### src/rtl/pc_fetch_if.sv
// Fetch-side bus of the PC sequencer: instruction-memory request/response
// plus the valid/ready hand-off of fetched instructions to decode.
interface pc_fetch_if #(
  parameter int PC_W    = 8,
  parameter int INSTR_W = 16
) ();
  logic               req_valid;
  logic [PC_W-1:0]    req_addr;
  logic               req_ready;
  logic               rsp_valid;
  logic [INSTR_W-1:0] rsp_data;
  logic               instr_valid;
  logic [INSTR_W-1:0] instr;
  logic [PC_W-1:0]    instr_pc;
  logic               instr_ready;

  // Fetch controller side
  modport master (
    output req_valid, req_addr, instr_valid, instr, instr_pc,
    input  req_ready, rsp_valid, rsp_data, instr_ready
  );

  // Memory / decode side
  modport slave (
    input  req_valid, req_addr, instr_valid, instr, instr_pc,
    output req_ready, rsp_valid, rsp_data, instr_ready
  );
endinterface

### src/rtl/pc_fetch_ctrl.sv
// Program-counter and single-outstanding fetch sequencer. The PC feeds an
// external combinational +1 incrementer whose sum returns as pc_plus1_i.
// Fetched instructions are held and offered to decode with their PC.
module pc_fetch_ctrl #(
  parameter int              PC_W     = 8,
  parameter int              INSTR_W  = 16,
  parameter logic [PC_W-1:0] RESET_PC = {PC_W{1'b0}}
) (
  input  logic            clk,
  input  logic            rst,
  output logic [PC_W-1:0] pc_o,
  input  logic [PC_W-1:0] pc_plus1_i,
  pc_fetch_if.master      bus,
  input  logic            redirect_i,
  input  logic [PC_W-1:0] redirect_pc_i,
  input  logic            halt_i,
  output logic            halted_o,
  output logic            wrap_o
);

  localparam logic [2:0] S_IDLE   = 3'd0;
  localparam logic [2:0] S_REQ    = 3'd1;
  localparam logic [2:0] S_WAIT   = 3'd2;
  localparam logic [2:0] S_HOLD   = 3'd3;
  localparam logic [2:0] S_DRAIN  = 3'd4;
  localparam logic [2:0] S_HALTED = 3'd5;

  logic [2:0]         state_q, state_d;
  logic [PC_W-1:0]    pc_q, pc_d;
  logic [INSTR_W-1:0] instr_q, instr_d;
  logic [PC_W-1:0]    instr_pc_q, instr_pc_d;
  logic               drop_q, drop_d;
  logic               wrap_q, wrap_d;
  logic               req_valid_q, instr_valid_q, halted_q;

  // Next-state, PC and instruction-buffer selection; redirect overrides halt
  // and every normal transition.
  always_comb begin
    state_d    = state_q;
    pc_d       = pc_q;
    instr_d    = instr_q;
    instr_pc_d = instr_pc_q;
    drop_d     = drop_q;
    wrap_d     = 1'b0;
    if (redirect_i) begin
      pc_d = redirect_pc_i;
      case (state_q)
        // An accepted request, or one still awaiting its response, leaves a
        // response owed by memory that must be swallowed in DRAIN.
        S_REQ: begin
          if (bus.req_ready) begin
            state_d = S_DRAIN;
            drop_d  = 1'b1;
          end else begin
            state_d = S_REQ;
            drop_d  = 1'b0;
          end
        end
        S_WAIT: begin
          if (bus.rsp_valid) begin
            state_d = S_REQ;
            drop_d  = 1'b0;
          end else begin
            state_d = S_DRAIN;
            drop_d  = 1'b1;
          end
        end
        default: begin
          state_d = S_REQ;
          drop_d  = 1'b0;
        end
      endcase
    end else begin
      case (state_q)
        S_IDLE: begin
          if (halt_i) begin
            state_d = S_HALTED;
          end else begin
            state_d = S_REQ;
          end
        end
        S_REQ: begin
          if (bus.req_ready) begin
            state_d = S_WAIT;
          end else begin
            state_d = S_REQ;
          end
        end
        S_WAIT: begin
          if (bus.rsp_valid) begin
            instr_d    = bus.rsp_data;
            instr_pc_d = pc_q;
            state_d    = S_HOLD;
          end else begin
            state_d = S_WAIT;
          end
        end
        S_HOLD: begin
          if (bus.instr_ready) begin
            pc_d   = pc_plus1_i;
            wrap_d = (pc_q == {PC_W{1'b1}});
            if (halt_i) begin
              state_d = S_HALTED;
            end else begin
              state_d = S_REQ;
            end
          end else begin
            state_d = S_HOLD;
          end
        end
        S_DRAIN: begin
          if (bus.rsp_valid && drop_q) begin
            state_d = S_REQ;
            drop_d  = 1'b0;
          end else begin
            state_d = S_DRAIN;
          end
        end
        S_HALTED: begin
          state_d = S_HALTED;
        end
        default: begin
          state_d = S_IDLE;
          drop_d  = 1'b0;
        end
      endcase
    end
  end

  // State, PC, instruction buffer and state-decoded outputs, all registered.
  always_ff @(posedge clk) begin
    if (rst) begin
      state_q       <= S_IDLE;
      pc_q          <= RESET_PC;
      instr_q       <= {INSTR_W{1'b0}};
      instr_pc_q    <= {PC_W{1'b0}};
      drop_q        <= 1'b0;
      wrap_q        <= 1'b0;
      req_valid_q   <= 1'b0;
      instr_valid_q <= 1'b0;
      halted_q      <= 1'b0;
    end else begin
      state_q       <= state_d;
      pc_q          <= pc_d;
      instr_q       <= instr_d;
      instr_pc_q    <= instr_pc_d;
      drop_q        <= drop_d;
      wrap_q        <= wrap_d;
      req_valid_q   <= (state_d == S_REQ);
      instr_valid_q <= (state_d == S_HOLD);
      halted_q      <= (state_d == S_HALTED);
    end
  end

  assign pc_o            = pc_q;
  assign bus.req_addr    = pc_q;
  assign bus.req_valid   = req_valid_q;
  assign bus.instr_valid = instr_valid_q;
  assign bus.instr       = instr_q;
  assign bus.instr_pc    = instr_pc_q;
  assign halted_o        = halted_q;
  assign wrap_o          = wrap_q;

endmodule

### src/flat_wrapper.sv
// flat-port wrapper written by rule: the top's interface ports become plain ports
module pc_fetch_ctrl_flat 
#(
  parameter int              PC_W     = 8,
  parameter int              INSTR_W  = 16,
  parameter logic [PC_W-1:0] RESET_PC = {PC_W{1'b0}}
)
  (clk, rst, pc_o, pc_plus1_i, redirect_i, redirect_pc_i, halt_i, halted_o, wrap_o, bus_req_valid, bus_req_addr, bus_instr_valid, bus_instr, bus_instr_pc, bus_req_ready, bus_rsp_valid, bus_rsp_data, bus_instr_ready);
  pc_fetch_if #(.PC_W(PC_W), .INSTR_W(INSTR_W)) bus_i ();
  input  logic clk;
  input  logic rst;
  output logic [PC_W-1:0] pc_o;
  input  logic [PC_W-1:0] pc_plus1_i;
  input  logic redirect_i;
  input  logic [PC_W-1:0] redirect_pc_i;
  input  logic halt_i;
  output logic halted_o;
  output logic wrap_o;
  output wire logic [$bits(bus_i.req_valid)-1:0] bus_req_valid;
  output wire logic [$bits(bus_i.req_addr)-1:0] bus_req_addr;
  output wire logic [$bits(bus_i.instr_valid)-1:0] bus_instr_valid;
  output wire logic [$bits(bus_i.instr)-1:0] bus_instr;
  output wire logic [$bits(bus_i.instr_pc)-1:0] bus_instr_pc;
  input wire logic [$bits(bus_i.req_ready)-1:0] bus_req_ready;
  input wire logic [$bits(bus_i.rsp_valid)-1:0] bus_rsp_valid;
  input wire logic [$bits(bus_i.rsp_data)-1:0] bus_rsp_data;
  input wire logic [$bits(bus_i.instr_ready)-1:0] bus_instr_ready;
  assign bus_req_valid = bus_i.req_valid;
  assign bus_req_addr = bus_i.req_addr;
  assign bus_instr_valid = bus_i.instr_valid;
  assign bus_instr = bus_i.instr;
  assign bus_instr_pc = bus_i.instr_pc;
  assign bus_i.req_ready = bus_req_ready;
  assign bus_i.rsp_valid = bus_rsp_valid;
  assign bus_i.rsp_data = bus_rsp_data;
  assign bus_i.instr_ready = bus_instr_ready;
  pc_fetch_ctrl #(.PC_W(PC_W), .INSTR_W(INSTR_W), .RESET_PC(RESET_PC)) u_core (.clk(clk), .rst(rst), .pc_o(pc_o), .pc_plus1_i(pc_plus1_i), .bus(bus_i), .redirect_i(redirect_i), .redirect_pc_i(redirect_pc_i), .halt_i(halt_i), .halted_o(halted_o), .wrap_o(wrap_o));
endmodule
### config.mk
export PLATFORM = sky130hd
export DESIGN_NAME = pc_fetch_ctrl_flat
export DESIGN_NICKNAME = d
export VERILOG_FILES = /design/src/rtl/pc_fetch_if.sv /design/src/rtl/pc_fetch_ctrl.sv /design/src/flat_wrapper.sv
export SDC_FILE = /design/constraint.sdc
export NUM_CORES = 1
export LEC_CHECK = 0
export ABC_AREA = 0
export BUFFER_PORTS_ARGS = -buffer_cell sky130_fd_sc_hd__buf_2
export CAP_MARGIN = 20
export CORE_UTILIZATION = 40
export CTS_CLUSTER_DIAMETER = 30
export DETAILED_ROUTE_END_ITERATION = 8
export HOLD_SLACK_MARGIN = 0.1
export PLACE_DENSITY = 0.79
export SETUP_SLACK_MARGIN = 0.2
export SLEW_MARGIN = 20
export SYNTH_ARGS = -nofsm -noshare
export SYNTH_HDL_FRONTEND = slang
export SYNTH_SLANG_ARGS = --single-unit
### constraint.sdc
create_clock -name clk -period 4.4 [get_ports clk]
set_clock_uncertainty 0.15 [all_clocks]
set_input_delay 0.44 -clock clk [delete_from_list [all_inputs] [get_ports clk]]
set_output_delay 0.44 -clock clk [all_outputs]
set_load 0.02 [all_outputs]
==> impl_metrics.xml <==
<?xml version="1.0" encoding="UTF-8"?>
<metrics>
  <group name="power_and_ir_drop">
    <metric name="power.leakage" unit="nW">1.04</metric>
    <metric name="power_density" unit="mW/mm2">337</metric>
    <metric name="power_frac_clock" unit="%">34.7</metric>
    <metric name="power.switching_fraction" unit="%">25.6</metric>
    <metric name="total_design_power" unit="mW">0.720</metric>
    <metric name="netSwitchingPower" unit="mW">0.185</metric>
    <metric name="power_frac_seq" unit="%">53.4</metric>
    <metric name="share_comb_of_total_power" unit="%">11.8</metric>
    <metric name="irDropWorstVdd" unit="mV">0.194</metric>
    <metric name="p_int" unit="mW">0.535</metric>
  </group>
  <group name="run">
    <metric name="max_cap_violations" unit="">0</metric>
  </group>
  <group name="finish">
    <metric name="finish.cell_count_without_fillers" unit="">316</metric>
    <metric name="fillerInstances" unit="">406</metric>
    <metric name="insertedDiodeCount" unit="">0</metric>
    <metric name="share_of_layout_cells_above_drive_strength_1" unit="%">35.0</metric>
    <metric name="layout_area_growth_over_synthesis" unit="%">25.2</metric>
    <metric name="seqCellArea" unit="um2">801</metric>
    <metric name="area_of_the_multi_input_gates" unit="um2">761</metric>
    <metric name="post-route-cell-area" unit="mm2">0.00214</metric>
    <metric name="nets" unit="">304</metric>
    <metric name="finalCoreUtilization" unit="%">52.7</metric>
  </group>
  <group name="setup_path">
    <metric name="critical_path_required" unit="ns">4.40</metric>
    <metric name="crit_path_start_kind" unit="">flop</metric>
    <metric name="critical_path.max_fanout" unit="">24</metric>
    <metric name="critical_path.cell_chain" unit="">nand3_1 -&gt; nand2_1 -&gt; a21oi_1</metric>
    <metric name="worst_path_max_delay_cell" unit="">sky130_fd_sc_hd__nand3_1</metric>
    <metric name="critical_path.max_stage_delay" unit="ns">0.71</metric>
    <metric name="regToRegSetupSlack" unit="ns">2.47</metric>
    <metric name="critPathCaptureType" unit="">flop</metric>
    <metric name="r2r-end" unit="">u_core.bus.instr[0]</metric>
    <metric name="worst_ep_arrival_time" unit="ns">1.93</metric>
    <metric name="worst_r2r_path_depth" unit="">3</metric>
    <metric name="worstSetupPathType" unit="">flop to flop</metric>
    <metric name="r2r_start" unit="">u_core.state_q[1]</metric>
  </group>
  <group name="global_routing">
    <metric name="global_route_wire_length_before_repair" unit="um">5980</metric>
    <metric name="grt_antenna_before_repair" unit="">0</metric>
    <metric name="first_global_vias" unit="">1318</metric>
    <metric name="largest_net_degree_at_the_start_of_global_routing" unit="">38</metric>
    <metric name="grt_use_total" unit="%">17.8</metric>
    <metric name="grt_residual_overflow" unit="">0</metric>
  </group>
  <group name="sta">
    <metric name="post-route-worst-setup-slack" unit="ns">2.47</metric>
    <metric name="slew_at_the_pin_closest_to_its_max_slew_limit" unit="ns">0.865</metric>
    <metric name="tns" unit="ns">0</metric>
    <metric name="fin_crit_sh" unit="%">43.9</metric>
    <metric name="grt_setup_unrepaired" unit="">false</metric>
    <metric name="final-hold-violation-count" unit="">0</metric>
    <metric name="report.final.setup_viol" unit="">0</metric>
    <metric name="slew-limit-headroom" unit="%">42.2</metric>
    <metric name="clock.fmax" unit="MHz">518</metric>
    <metric name="post-route-min-period" unit="ns">1.93</metric>
    <metric name="timing.final.max_slew_violations" unit="">0</metric>
    <metric name="hold-worst-slack" unit="ns">0.221</metric>
  </group>
  <group name="yosys">
    <metric name="synth_top_flop_cell" unit="">sky130_fd_sc_hd__dfxtp_1</metric>
    <metric name="synth.area.top_cells" unit="">sky130_fd_sc_hd__dfxtp_1 (47%), sky130_fd_sc_hd__nand2_1 (11%), sky130_fd_sc_hd__a21oi_1 (7.6%)</metric>
    <metric name="netlist_area" unit="mm2">0.00171</metric>
    <metric name="synthesis.yosys.warnings" unit="">0</metric>
    <metric name="synthArstFlopShare" unit="%">0</metric>
    <metric name="average_size_of_a_mapped_cell" unit="um2">8.67</metric>
    <metric name="synth.yosys.seq_area_share" unit="%">46.9</metric>
    <metric name="synth_edf_count" unit="">0</metric>
    <metric name="count_of_mapped_cells_out_of_synthesis" unit="">197</metric>
    <metric name="synth.ff_latch_count" unit="">40</metric>
    <metric name="synth_area_leader_cell" unit="">sky130_fd_sc_hd__dfxtp_1</metric>
    <metric name="post_synth_most_frequent_cells" unit="">sky130_fd_sc_hd__nand2_1 (48), sky130_fd_sc_hd__dfxtp_1 (40), sky130_fd_sc_hd__a21oi_1 (26)</metric>
    <metric name="syn_nets" unit="">236</metric>
    <metric name="synthDistinctLibCells" unit="">31</metric>
    <metric name="synth_top_area_share" unit="%">46.9</metric>
    <metric name="yosys.cell_count.top_type" unit="">sky130_fd_sc_hd__nand2_1</metric>
  </group>
  <group name="route">
    <metric name="drc" unit="">0</metric>
    <metric name="drtIter0Drc" unit="">25</metric>
    <metric name="wl_per_cell" unit="um">11.9</metric>
    <metric name="vias" unit="">1512</metric>
    <metric name="post_drt_via_cell_ratio" unit="">4.78</metric>
    <metric name="drt_wl_total" unit="um">3780</metric>
    <metric name="number_of_optimization_iterations_in_the_first_detailed_route_pass" unit="">4</metric>
    <metric name="drt.antenna.violating_nets" unit="">0</metric>
  </group>
  <group name="outcome">
    <metric name="outcome" unit="">complete, no violations</metric>
  </group>
  <group name="placement">
    <metric name="dp_cells" unit="">308</metric>
    <metric name="portBuffers" unit="">82</metric>
    <metric name="dp_hpwl" unit="um">2700</metric>
    <metric name="placed_cell_area" unit="mm2">0.00205</metric>
    <metric name="finalWeightedCongestion" unit="">0.796</metric>
    <metric name="pre_cts_ws" unit="ns">2.23</metric>
  </group>
  <group name="clock_network">
    <metric name="post_cts_hold_buffer_count" unit="">0</metric>
    <metric name="latest_clock_arrival_within_the_worst_skew_pair" unit="ns">0.30</metric>
    <metric name="clock_tree.buffer_depth" unit="">2</metric>
    <metric name="clock_tree.htree_level_count" unit="">2</metric>
    <metric name="cts_post_setup_buffers_inserted" unit="">0</metric>
    <metric name="path_clk_slew" unit="ns">0.08</metric>
    <metric name="cts-buffers-inserted" unit="">5</metric>
    <metric name="tritoncts" unit="">done</metric>
    <metric name="clock-root-buffer" unit="">sky130_fd_sc_hd__clkbuf_8</metric>
    <metric name="cts.sinks" unit="">40</metric>
    <metric name="post_cts.resized_instances" unit="">0</metric>
  </group>
  <group name="floorplan">
    <metric name="start_util" unit="%">42.1</metric>
    <metric name="fp.dieH" unit="um">67.3</metric>
    <metric name="core" unit="mm2">0.00406</metric>
    <metric name="fp.dieW" unit="um">67.3</metric>
    <metric name="die-area" unit="mm2">0.00454</metric>
    <metric name="placementRows" unit="">23</metric>
    <metric name="floorplan.io_pins" unit="">83</metric>
  </group>
  <group name="worst_hold_path">
    <metric name="worst_hold_path_class" unit="">primary input to flop</metric>
    <metric name="worstHoldPathCells" unit="">3</metric>
    <metric name="worst_hold_startpoint" unit="">bus_rsp_data[7]</metric>
    <metric name="min_to" unit="">u_core.bus.instr[7]</metric>
  </group>
</metrics>
## sequential cells by signal, indices dropped and copies added, names as in the netlist
name and count:
u_core.bus.instr 16, u_core.bus.instr_pc 8, u_core.bus.req_addr 8, u_core.state_q 3
u_core.bus.instr_valid 1, u_core.bus.req_valid 1, u_core.drop_q 1, u_core.halted_o 1
u_core.wrap_o 1
## routing by layer
| metal | share of wire [%] | routed length (um) | vias to the layer above | global-route usage [%] |
|---|---|---|---|---|
| met5 | 0 | 0 | - | 0 |
| met4 | 1.5 | 57 | 0 | 7.18 |
| met3 | 7.5 | 282 | 5 | 7.09 |
| met2 | 47 | 1790 | 60 | 28.9 |
| met1 | 44 | 1650 | 665 | 20.8 |
| li1 | - | - | 782 | - |
## critical path: cells and delay by family (launching register included)
kind	cells	cell delay, ns
AND/OR/NAND/NOR	2	0.97
flip-flops	1	0.58
AO/OA/AOI/OAI	1	0.08
## power by group through the flow
stage	combinational, mW	sequential [mW]	clock (mW)
2_1_floorplan	0.0565	0.396	0
3_3_place_gp	0.0841	0.393	0
3_5_place_dp	0.0858	0.393	0
4_1_cts	0.0861	0.385	0.256
5_1_grt	0.0943	0.387	0.271
6_report	0.0852	0.385	0.250
## cell usage in the layout, fill, tap and decap left out, types with 2 or more instances in the layout
cell type and instances:
sky130_fd_sc_hd__buf_2 82, sky130_fd_sc_hd__nand4_1 2, sky130_fd_sc_hd__nand3_1 2, sky130_fd_sc_hd__nor2b_1 5, sky130_fd_sc_hd__dfxtp_1 40, sky130_fd_sc_hd__mux2_1 8
sky130_fd_sc_hd__nand2_1 48, sky130_fd_sc_hd__and3b_1 2, sky130_fd_sc_hd__o21ai_0 2, sky130_fd_sc_hd__mux2i_1 8, sky130_fd_sc_hd__clkinv_2 2, sky130_fd_sc_hd__inv_1 3
sky130_fd_sc_hd__nor3b_1 2, sky130_fd_sc_hd__clkbuf_8 6, sky130_fd_sc_hd__or3b_1 2, sky130_fd_sc_hd__nor2_1 13, sky130_fd_sc_hd__a21oi_1 26
## cell type report
class / instances / share of cell area, %
flip-flops and latches: 40 / 37.4
multi-input cells: 133 / 35.6
repair buffers: 82 / 19.2
clock buffers: 6 / 3.86
well taps: 50 / 2.93
inverters: 3 / 0.527
clock inverters: 2 / 0.468
## cell families (layout without fill, tap and decap cells)
kind of cell / after synthesis / after routing / share of synthesized area, %
AND/OR/NAND/NOR: 81 / 81 / 22.3
buffers and inverters: 24 / 93 / 8.57
AO/OA/AOI/OAI: 36 / 36 / 12.2
multiplexers: 16 / 16 / 9.96
flip-flops: 40 / 40 / 46.9
## worst max-delay path by stage
stage	cells past startpoint	startpoint	endpoint	slack (ns)
after floorplan	5	u_core.state_q[0]	u_core.bus.req_valid	2.91
after detailed placement	5	redirect_i	u_core.bus.instr[5]	2.23
after global placement	5	redirect_i	u_core.bus.instr_pc[5]	2.28
after global routing	3	u_core.state_q[1]	u_core.bus.instr[2]	2.25
final	3	u_core.state_q[1]	u_core.bus.instr[0]	2.47
after CTS	3	u_core.state_q[1]	u_core.bus.instr[5]	2.43
Power figures use the tool's default switching activity.
